File: src/rtl/quick_spi_pkg.sv
// Shared types and width helpers for the quick_spi arbiter family.
package quick_spi_pkg;

  typedef enum logic [1:0] {
    IDLE = 2'd0,
    REQ  = 2'd1,
    BUSY = 2'd2,
    DONE = 2'd3
  } arb_state_e;

  function automatic int calc_ndw(input int max_len);
    return $clog2(max_len);
  endfunction

  function automatic int calc_dw(input int max_len, input int n_dev);
    return max_len * n_dev;
  endfunction

endpackage

File: src/rtl/quick_spi_arbiter_rr_picker.sv
// Combinational round-robin picker: first set request above i_ptr, wrapping.
module rr_picker #(
  parameter int N  = 4,
  localparam int IW = $clog2(N)
)(
  input  logic [N-1:0]  i_req,
  input  logic [IW-1:0] i_ptr,
  output logic          o_valid,
  output logic [IW-1:0] o_idx
);

  logic [IW-1:0] w_j;

  // Scan from the farthest offset down so the nearest requester above the pointer wins.
  always_comb begin
    o_valid = |i_req;
    o_idx   = '0;
    w_j     = '0;
    for (int k = N; k >= 1; k--) begin
      w_j = IW'((int'(i_ptr) + k) % N);
      if (i_req[w_j]) o_idx = w_j;
    end
  end

endmodule

File: src/rtl/quick_spi_arbiter.sv
// Round-robin sharing of one quick_spi master among NUM_CLIENTS requesters, with watchdog.
module quick_spi_arbiter
  import quick_spi_pkg::*;
#(
  parameter int NUM_CLIENTS     = 4,
  parameter int MAX_DATA_LENGTH = 16,
  parameter int NUM_DEVICES     = 1,
  parameter int TIMEOUT_CYCLES  = 4096,
  localparam int NDW = calc_ndw(MAX_DATA_LENGTH),
  localparam int DW  = calc_dw(MAX_DATA_LENGTH, NUM_DEVICES),
  localparam int IW  = $clog2(NUM_CLIENTS)
)(
  input  logic                       clk_i,
  input  logic                       rst_n_i,
  input  logic [NUM_CLIENTS-1:0]     cl_req_i,
  input  logic [NUM_CLIENTS*NDW-1:0] cl_num_data_i,
  input  logic [NUM_CLIENTS*DW-1:0]  cl_data_i,
  output logic [NUM_CLIENTS-1:0]     cl_gnt_o,
  output logic [NUM_CLIENTS-1:0]     cl_done_o,
  output logic                       cl_timeout_o,
  output logic [DW-1:0]              cl_data_o,
  output logic                       spi_request_o,
  output logic [NDW-1:0]             spi_num_data_o,
  output logic [DW-1:0]              spi_data_o,
  input  logic                       spi_cs_n_i,
  input  logic                       spi_data_valid_i,
  input  logic [DW-1:0]              spi_data_i
);

  localparam int            CW      = (TIMEOUT_CYCLES > 2) ? $clog2(TIMEOUT_CYCLES) : 1;
  localparam logic [CW-1:0] WD_LAST = CW'(TIMEOUT_CYCLES - 1);

  arb_state_e             r_state, w_state_n;
  logic [IW-1:0]          r_idx, w_idx_n, r_ptr, w_ptr_n;
  logic [CW-1:0]          r_cnt, w_cnt_n;
  logic                   r_to, w_to_n;
  logic [NUM_CLIENTS-1:0] r_gnt, w_gnt_n, r_done, w_done_n;
  logic                   r_timeout, w_timeout_n;
  logic [DW-1:0]          r_cl_data, w_cl_data_n, r_spi_data, w_spi_data_n;
  logic                   r_spi_req, w_spi_req_n;
  logic [NDW-1:0]         r_spi_num, w_spi_num_n;
  logic                   w_pick_vld, w_wd_hit;
  logic [IW-1:0]          w_pick_idx;

  rr_picker #(.N(NUM_CLIENTS)) u_pick (
    .i_req   (cl_req_i),
    .i_ptr   (r_ptr),
    .o_valid (w_pick_vld),
    .o_idx   (w_pick_idx)
  );

  assign w_wd_hit = (r_cnt == WD_LAST);

  always_comb begin
    w_state_n    = r_state;
    w_idx_n      = r_idx;
    w_ptr_n      = r_ptr;
    w_cnt_n      = r_cnt;
    w_to_n       = r_to;
    w_gnt_n      = r_gnt;
    w_done_n     = '0;
    w_timeout_n  = 1'b0;
    w_cl_data_n  = r_cl_data;
    w_spi_req_n  = r_spi_req;
    w_spi_num_n  = r_spi_num;
    w_spi_data_n = r_spi_data;
    case (r_state)
      IDLE: if (w_pick_vld) begin
        w_idx_n      = w_pick_idx;
        w_spi_num_n  = cl_num_data_i[int'(w_pick_idx)*NDW +: NDW];
        w_spi_data_n = cl_data_i[int'(w_pick_idx)*DW +: DW];
        w_gnt_n      = NUM_CLIENTS'(1) << w_pick_idx;
        w_cnt_n      = '0;
        w_to_n       = 1'b0;
        w_state_n    = REQ;
      end
      // Request is held until chip-select falls, which rides out the master's reset state.
      REQ: begin
        w_cnt_n = r_cnt + CW'(1);
        if (w_wd_hit) begin
          w_spi_req_n = 1'b0;
          w_to_n      = 1'b1;
          w_cl_data_n = '0;
          w_state_n   = DONE;
        end else if (r_spi_req && !spi_cs_n_i) begin
          w_spi_req_n = 1'b0;
          w_state_n   = BUSY;
        end else begin
          w_spi_req_n = 1'b1;
        end
      end
      BUSY: begin
        w_cnt_n = r_cnt + CW'(1);
        if (spi_data_valid_i) begin
          w_cl_data_n = spi_data_i;
          w_state_n   = DONE;
        end else if (w_wd_hit) begin
          w_to_n      = 1'b1;
          w_cl_data_n = '0;
          w_state_n   = DONE;
        end
      end
      DONE: begin
        w_done_n    = r_gnt;
        w_timeout_n = r_to;
        w_gnt_n     = '0;
        w_ptr_n     = r_idx;
        w_state_n   = IDLE;
      end
      default: w_state_n = IDLE;
    endcase
  end

  always_ff @(posedge clk_i or negedge rst_n_i) begin
    if (!rst_n_i) begin
      r_state    <= IDLE;
      r_idx      <= '0;
      r_ptr      <= IW'(NUM_CLIENTS - 1);
      r_cnt      <= '0;
      r_to       <= 1'b0;
      r_gnt      <= '0;
      r_done     <= '0;
      r_timeout  <= 1'b0;
      r_cl_data  <= '0;
      r_spi_req  <= 1'b0;
      r_spi_num  <= '0;
      r_spi_data <= '0;
    end else begin
      r_state    <= w_state_n;
      r_idx      <= w_idx_n;
      r_ptr      <= w_ptr_n;
      r_cnt      <= w_cnt_n;
      r_to       <= w_to_n;
      r_gnt      <= w_gnt_n;
      r_done     <= w_done_n;
      r_timeout  <= w_timeout_n;
      r_cl_data  <= w_cl_data_n;
      r_spi_req  <= w_spi_req_n;
      r_spi_num  <= w_spi_num_n;
      r_spi_data <= w_spi_data_n;
    end
  end

  assign cl_gnt_o       = r_gnt;
  assign cl_done_o      = r_done;
  assign cl_timeout_o   = r_timeout;
  assign cl_data_o      = r_cl_data;
  assign spi_request_o  = r_spi_req;
  assign spi_num_data_o = r_spi_num;
  assign spi_data_o     = r_spi_data;

endmodule

File: config.mk
export PLATFORM = sky130hd
export DESIGN_NAME = quick_spi_arbiter
export DESIGN_NICKNAME = d
export VERILOG_FILES = /design/src/rtl/quick_spi_pkg.sv /design/src/rtl/quick_spi_arbiter_rr_picker.sv /design/src/rtl/quick_spi_arbiter.sv
export SDC_FILE = /design/constraint.sdc
export NUM_CORES = 1
export LEC_CHECK = 0
export CORE_MARGIN = 8
export CORE_UTILIZATION = 45
export DETAILED_ROUTE_END_ITERATION = 10
export MAX_ROUTING_LAYER = met4
export PLACE_DENSITY = 0.93
export SLEW_MARGIN = 20
export SYNTH_ARGS = -nofsm -noshare
export SYNTH_HDL_FRONTEND = slang
export SYNTH_HIERARCHICAL = 1
export SYNTH_SLANG_ARGS = --single-unit
File: constraint.sdc
create_clock -name clk_i -period 4 [get_ports clk_i]
set_input_delay 0.8 -clock clk_i [delete_from_list [all_inputs] [get_ports clk_i]]
set_output_delay 0.8 -clock clk_i [all_outputs]
set_load 0.1 [all_outputs]
==> impl_metrics.ini <==
[outcome]
status = completed

[sta]
finalCritPeriodShare_pct = 70.8
whs_ps = 483
setup_tns_ps = 0
hold_violations = 0
min_period_ps = 2830
skew_ps = 8.75
max-slew-margin-rel_pct = 30.6
slew_violations = 0
tightest_slew_ps = 1040
fmax_ghz = 0.353
rsz0062_at_grt = false
setup_violations = 0

[worst_setup_path]
crit_chain = clkdlybuf4s50_1 > nor2_1 > nand2_1 > mux2i_1 > or4_1 > or3_1 > a21oi_1
worstSetupEndpointType = flop
worstPathMaxFanout = 14
r2r_slack_ps = 1440
crit_path_start_kind = primary input
reg2regPathDepth = 6
slowest_delay_ps = 610
r2r_end = r_cnt[11]
cp.required_ps = 4250
crit-reg2reg-launch = r_state[1]
critPathArrivalTime_ps = 3080
crit_type = in2reg
cp_slowest_cell = or4_1

[global_route]
grt_busiest_layer = met2
met2_usage_pct = 31.8
grt_max_degree = 43
overflow = 0
grt_use_total_pct = 18.5
gr-usage-met3_pct = 5.09
met1_usage_pct = 20.4
grt_pass1_wl_um = 14400
grt_pass1_vias = 2968
antenna_found_initial = 0

[place]
place.port_buffers = 149
dpl.hpwl_um = 7250
gp_congestion = 0.813

[floorplan]
ios = 150
chipHeight_um = 101
rows = 31
die_area_sq_mm = 0.0102
start_util_pct = 45.8
die_x_um = 101
core_sq_mm = 0.00714

[routing]
via_count = 2703
via_per_inst = 5.35
drt_pass1_iterations = 4
ant_nets = 0
drt_iter0_markers = 76
drcViolationCount = 0
wl_um = 9200
wl_per_cell_um = 18.2

[power]
irDropWorstVdd_uv = 464
total_leakage_power_nw = 2.11
powerDensity_mw_per_mm2 = 950

[cells_and_area]
layout.nets = 511
diodes = 0
ff_latch_area_sq_mm = 0.00163
multi_input_area_sq_mm = 0.00157
nFillCells = 481
syn_to_final_growth_pct = 55.9
final_layout_size_suffix_gt1_share_pct = 17.7

[clocking]
clock-sinks = 65
cts_hold_buf = 0
cts-root-buf = clkbuf_8
ctsResizeCount = 0
cts_buffers = 9
clk_latency_ps = 340
cts_tree = yes
postCtsSetupBuffers = 0
clkTransAtPathRegs_ps = 70
htree_levels = 3
max-clock-path-buffers = 2

[logic_synthesis]
yosysMostFrequentCell = dfrtp_1
ys_ff_latch = 65
yosys_warnings = 6
syn_avg_cell_area_sq_um = 13.0
synthCells = 251
yosys.area.top_type_share_pct = 48.2
syn_area_sq_mm = 0.00327
syn_nets = 361
synthTopCellsByArea = dfrtp_1 48%, mux4_2 14%, mux2_2 8.3%, a22o_1 5.9%, ha_1 2.3%
synth_edf_count = 0
seq_area_frac_synth_pct = 49.8
ys_async_sr_fraction_pct = 100
ys.flop_type = dfrtp_1
synth_cell_types = 40
synth_area_leader_cell = dfrtp_1
yosys-top-cells-count = 63 x dfrtp_1, 24 x mux2_2, 22 x a22o_1

[hold_path]
hold_path_end = r_idx[0]
hp-class = reg2reg
holdPathStages = 2
worstHoldStart = r_idx[0]

[run]
maxCapViolations = 0
-- state kept, by name (all words and copies together) (netlist names) --
register and cells:
cl_data_o 16, spi_data_o 16, r_cnt 12, cl_done_o 4, cl_gnt_o 4, spi_num_data_o 4
r_idx 2, r_ptr 2, r_state 2, cl_timeout_o 1, r_to 1, spi_request_o 1
-- through the flow --
| stage | worst slack [ps] | std cells | power [mW] | util (%) | instance area (sq um) |
|---|---|---|---|---|---|
| floorplan | 1270 | 251 | 3.46 | - | 3270 |
| global route | 1040 | 505 | 5.05 | 71.4 | 5090 |
| CTS | 1190 | 505 | 4.87 | 71.3 | 5090 |
| finish | 1170 | 505 | 4.84 | 71.4 | 5090 |
| detailed placement | 855 | 489 | 4.24 | 68.1 | 4860 |
| global placement | 921 | 489 | 4.15 | 68.1 | 4860 |
-- layout by cell type (no fill, tap or decap), types with 6 or more instances in the layout --
cell and instances:
clkdlybuf4s50_1 148, a21oi_1 6, inv_1 7, dfrtp_1 63, mux4_2 20, and2_1 6
mux2_2 24, ha_1 6, xnor2_1 6, a22o_1 22, clkbuf_8 10, nand2_1 12
o21ai_0 8, nor2_1 11
-- power breakdown --
group	switching [mW]	internal, mW
clock	0.257	0.370
sequential	0.167	0.929
combinational	2.15	0.970
-- critical path: cells and delay by family --
family	cells	cell delay (ps)
simple gates	4	1210
buf+inv	1	560
mux	1	340
compound gates	1	170
-- worst max-delay path by stage --
stage / slack [ps] / cells past startpoint / endpoint / from
5_1_grt: 1040 / 7 / r_cnt[11] / cl_req_i[0]
6_report: 1170 / 7 / r_cnt[11] / cl_req_i[0]
2_1_floorplan: 1270 / 7 / spi_data_o[0] / cl_req_i[2]
3_5_place_dp: 850 / 7 / spi_data_o[3] / cl_req_i[3]
4_1_cts: 1190 / 7 / r_cnt[11] / cl_req_i[0]
3_3_place_gp: 920 / 7 / spi_data_o[3] / cl_req_i[3]
-- layer usage --
layer	routed length [um]	vias to the layer above	share of wire (%)
met5	0	-	0
met4	123	0	1.3
met3	671	12	7.3
met2	4750	116	52
met1	3660	1326	40
li1	-	1249	-
-- layout make-up --
class	count	area share [%]
sequential	65	32.0
multi-input combinational	165	30.8
timing repair buffer	153	29.8
clock buffer	10	2.70
tap	99	2.43
clock inverter	6	1.77
inverter	7	0.516
-- cells by family (layout without fill, tap and decap cells) --
kind of cell / Yosys count / in the layout / synth area share (%)
xor gates and xnor gates: 6 / 6 / 1.61
muxes: 47 / 47 / 23.0
DFF: 65 / 65 / 49.8
adders and majority gates: 6 / 6 / 2.30
AOI/OAI and AO/OA: 47 / 47 / 10.8
buffers and inverters: 21 / 176 / 2.68
and+or+nand+nor: 59 / 59 / 9.76
No activity file was read; power rests on OpenSTA's default activity.
==> edit, RTL diff (same settings) <==
Put one more register stage on the output `cl_timeout_o`, without a reset. The value now appears one clock later. The other outputs are not delayed to match.
--- a/src/rtl/quick_spi_arbiter.sv
+++ b/src/rtl/quick_spi_arbiter.sv
@@ -143,7 +143,9 @@
 
   assign cl_gnt_o       = r_gnt;
   assign cl_done_o      = r_done;
-  assign cl_timeout_o   = r_timeout;
+  always_ff @(posedge clk_i) begin
+    cl_timeout_o <= r_timeout;
+  end
   assign cl_data_o      = r_cl_data;
   assign spi_request_o  = r_spi_req;
   assign spi_num_data_o = r_spi_num;
Behaviour: no difference found for any inputs over 4 cycles, from zero or initial values and one cycle with rst_n_i low; that may be too few to reach the edited logic, so the function may still have changed.
==> edit against the unedited design <==
- sequential cell count is 1 higher
- critical path type unchanged
- design area is 0.91% higher
- total power up 1.8%
- highest routed layer unchanged
- first-iteration DRC count up 3.9%
- via count fell by 0.74%
- critical endpoint is now spi_data_o[8]
- clock skew up 3.3 ps
- routed wire length rose by 2.7%
- register-to-register slack better by 150 ps
- synthesized area is 0.61% higher
- worst setup slack better by 34 ps
==> edit: results (changes against the unedited design) <==
Synthesis
  – Top_reg_cell synth: dfrtp_1
  – Distinct cells, synth: 41 (+2.5%)
  – Synth top cells by count: 63 x dfrtp_1, 24 x mux2_2, 22 x a22o_1
  – YS warnings: 6 (unchanged)
  – Compound-Gate Fraction of Synth Area: 0.108 (-0.000660)
  – Post-synth ARST share: 0.985 (-0.0152)
  – Post-synthesis adder-cell area fraction: 0.0228 (-0.000140)
  – Area contributors post-synth: dfrtp_1 48%, mux4_2 14%, mux2_2 8.2%
  – Register area share after synthesis: 0.502 (+0.00305)
  – Mean post-synth cell area: 13.0 um2 (+0.21%)
  – Post-Syn Nets: 362 (+0.28%)
  – Mux cell area share after synthesis: 0.228 (-0.00140)
  – Xor/xnor share of the synthesized area: 0.0160 (-0.0000979)

Placed design
  – Dpl hpwl: 7370 um (+1.6%)
  – Gpl congestion: 0.835 (+2.7%)
  – Port bufs: 149 (unchanged)
  – DP Area: 4890 um2 (+0.57%)

Clock tree
  – Post-CTS setup buffer count: 0 (unchanged)
  – Clock slew at reported path FFs: 70 ps (about the same)
  – Clock Root Buffer: clkbuf_8
  – Clk_lat worst skew: 350 ps
  – Max Root-Sink Buffers: 2 (unchanged)
  – H-tree depth: 3 (unchanged)
  – Total CTS buffers: 9 (unchanged)
  – Post-CTS sizing: 0 (unchanged)
  – Hold buffers post-CTS: 0 (unchanged)

Global routing
  – Largest net degree at the start of global routing: 46 (+7.0%)
  – Antenna violations before repair: 0 (unchanged)
  – Vias in the first global route: 3,051 (+2.8%)
  – First-pass GRT wire length: 15,100 um (+4.9%)
  – Total GRT Usage: 0.198 (+0.0127)

Drt
  – Vias: 2,683 (-0.74%)
  – Residual DRC: 0 (unchanged)
  – 1st-pass router iterations: 4 (unchanged)
  – Wire length per cell: 18.6 um (+2.3%)
  – Drt initial violations: 79 (+3.9%)

Floorplanning
  – Core Rows: 31 (unchanged)

Power
  – Leak: 2.13 nW (+0.97%)
  – Peak supply drop: 0.512 mV (+10%)

Cells and area
  – Layout cell share with drive strength beyond 1: 0.176 (-0.000869)
  – ANT cells: 0 (unchanged)
  – Footprint of the multi-input gates: 1570 um2 (unchanged)
  – Nets: 513 (+0.39%)
  – Filler Cells Inserted: 477 (-0.83%)

Outcome
  – Status: finished, final reports clean

Worst setup path
  – FF-to-FF Start: r_state[1]
  – Critical path peak fanout: 24 (+10)
  – Largest stage delay, worst path: 570 ps (-40 ps)
  – CP max-delay cell: mux4_2
  – CP startpoint: cl_req_i[3]
  – Worst path top cell family by delay: buffers and inverters

STA
  – Worst Skew: 12.1 ps (+3.32 ps)
  – Slew HR: 0.327 (+0.0211)

Hold path
  – Hold Startpoint: r_timeout
  – Min-Delay Path Class: reg2reg
==> edit: changes by cell type after synthesis <==
cell / unedited run / this run
dfxtp_1: 0 / 1
==> edit: metrics by stage <==
stage / power (mW) / setup slack [ps] / cells
global placement: 4.18 / 945 / 491
global route: 5.13 / 1100 / 507
floorplan: 3.47 / 1270 / 252
finish: 4.93 / 1200 / 507
CTS: 4.96 / 1190 / 507
detailed placement: 4.27 / 878 / 491
==> edit: path summary, 6_finish.rpt <==
check	endpoint	slack [ps]	cells after the start
setup / recovery	spi_data_o[8]	1200	7
min in group asynchronous	cl_gnt_o[2]	440	1
setup reg to reg	r_cnt[11]	1590	7
max in group asynchronous	spi_data_o[9]	2880	2
hold reg to reg	cl_timeout_o	350	0
hold / removal	cl_timeout_o	350	0
==> edit: final cells by class <==
| type | count | area share |
|---|---|---|
| clock inverters | 5 | 0.0200 |
| clock buffers | 11 | 0.0275 |
| inverters | 7 | 0.00511 |
| multi-input cells | 165 | 0.306 |
| flip-flops and latches | 66 | 0.321 |
| repair buffers | 154 | 0.297 |
| well taps | 99 | 0.0241 |
==> edit: cells by family (layout without fill, tap and decap cells) <==
kind of cell             Yosys count  in the layout
flip-flops                        66             66
AND/OR/NAND/NOR                   59             59
AO/OA/AOI/OAI                     47             47
multiplexers                      47             47
buffers and inverters             21            177
adder cells (fa/ha/maj)            6              6
XOR/XNOR                           6              6
==> edit: report_power, final <==
| part | switching, mW | leakage (nW) | internal (mW) |
|---|---|---|---|
| Combinational | 2.15 | 1.18 | 0.985 |
| Sequential | 0.168 | 0.825 | 0.939 |
| Clock | 0.252 | 0.120 | 0.430 |
==> edit: routing by layer <==
metal / routed length [um] / GRT usage
met5: 0 / -
met4: 144 / 0.0733
met3: 696 / 0.0605
met2: 4850 / 0.337
met1: 3760 / 0.213
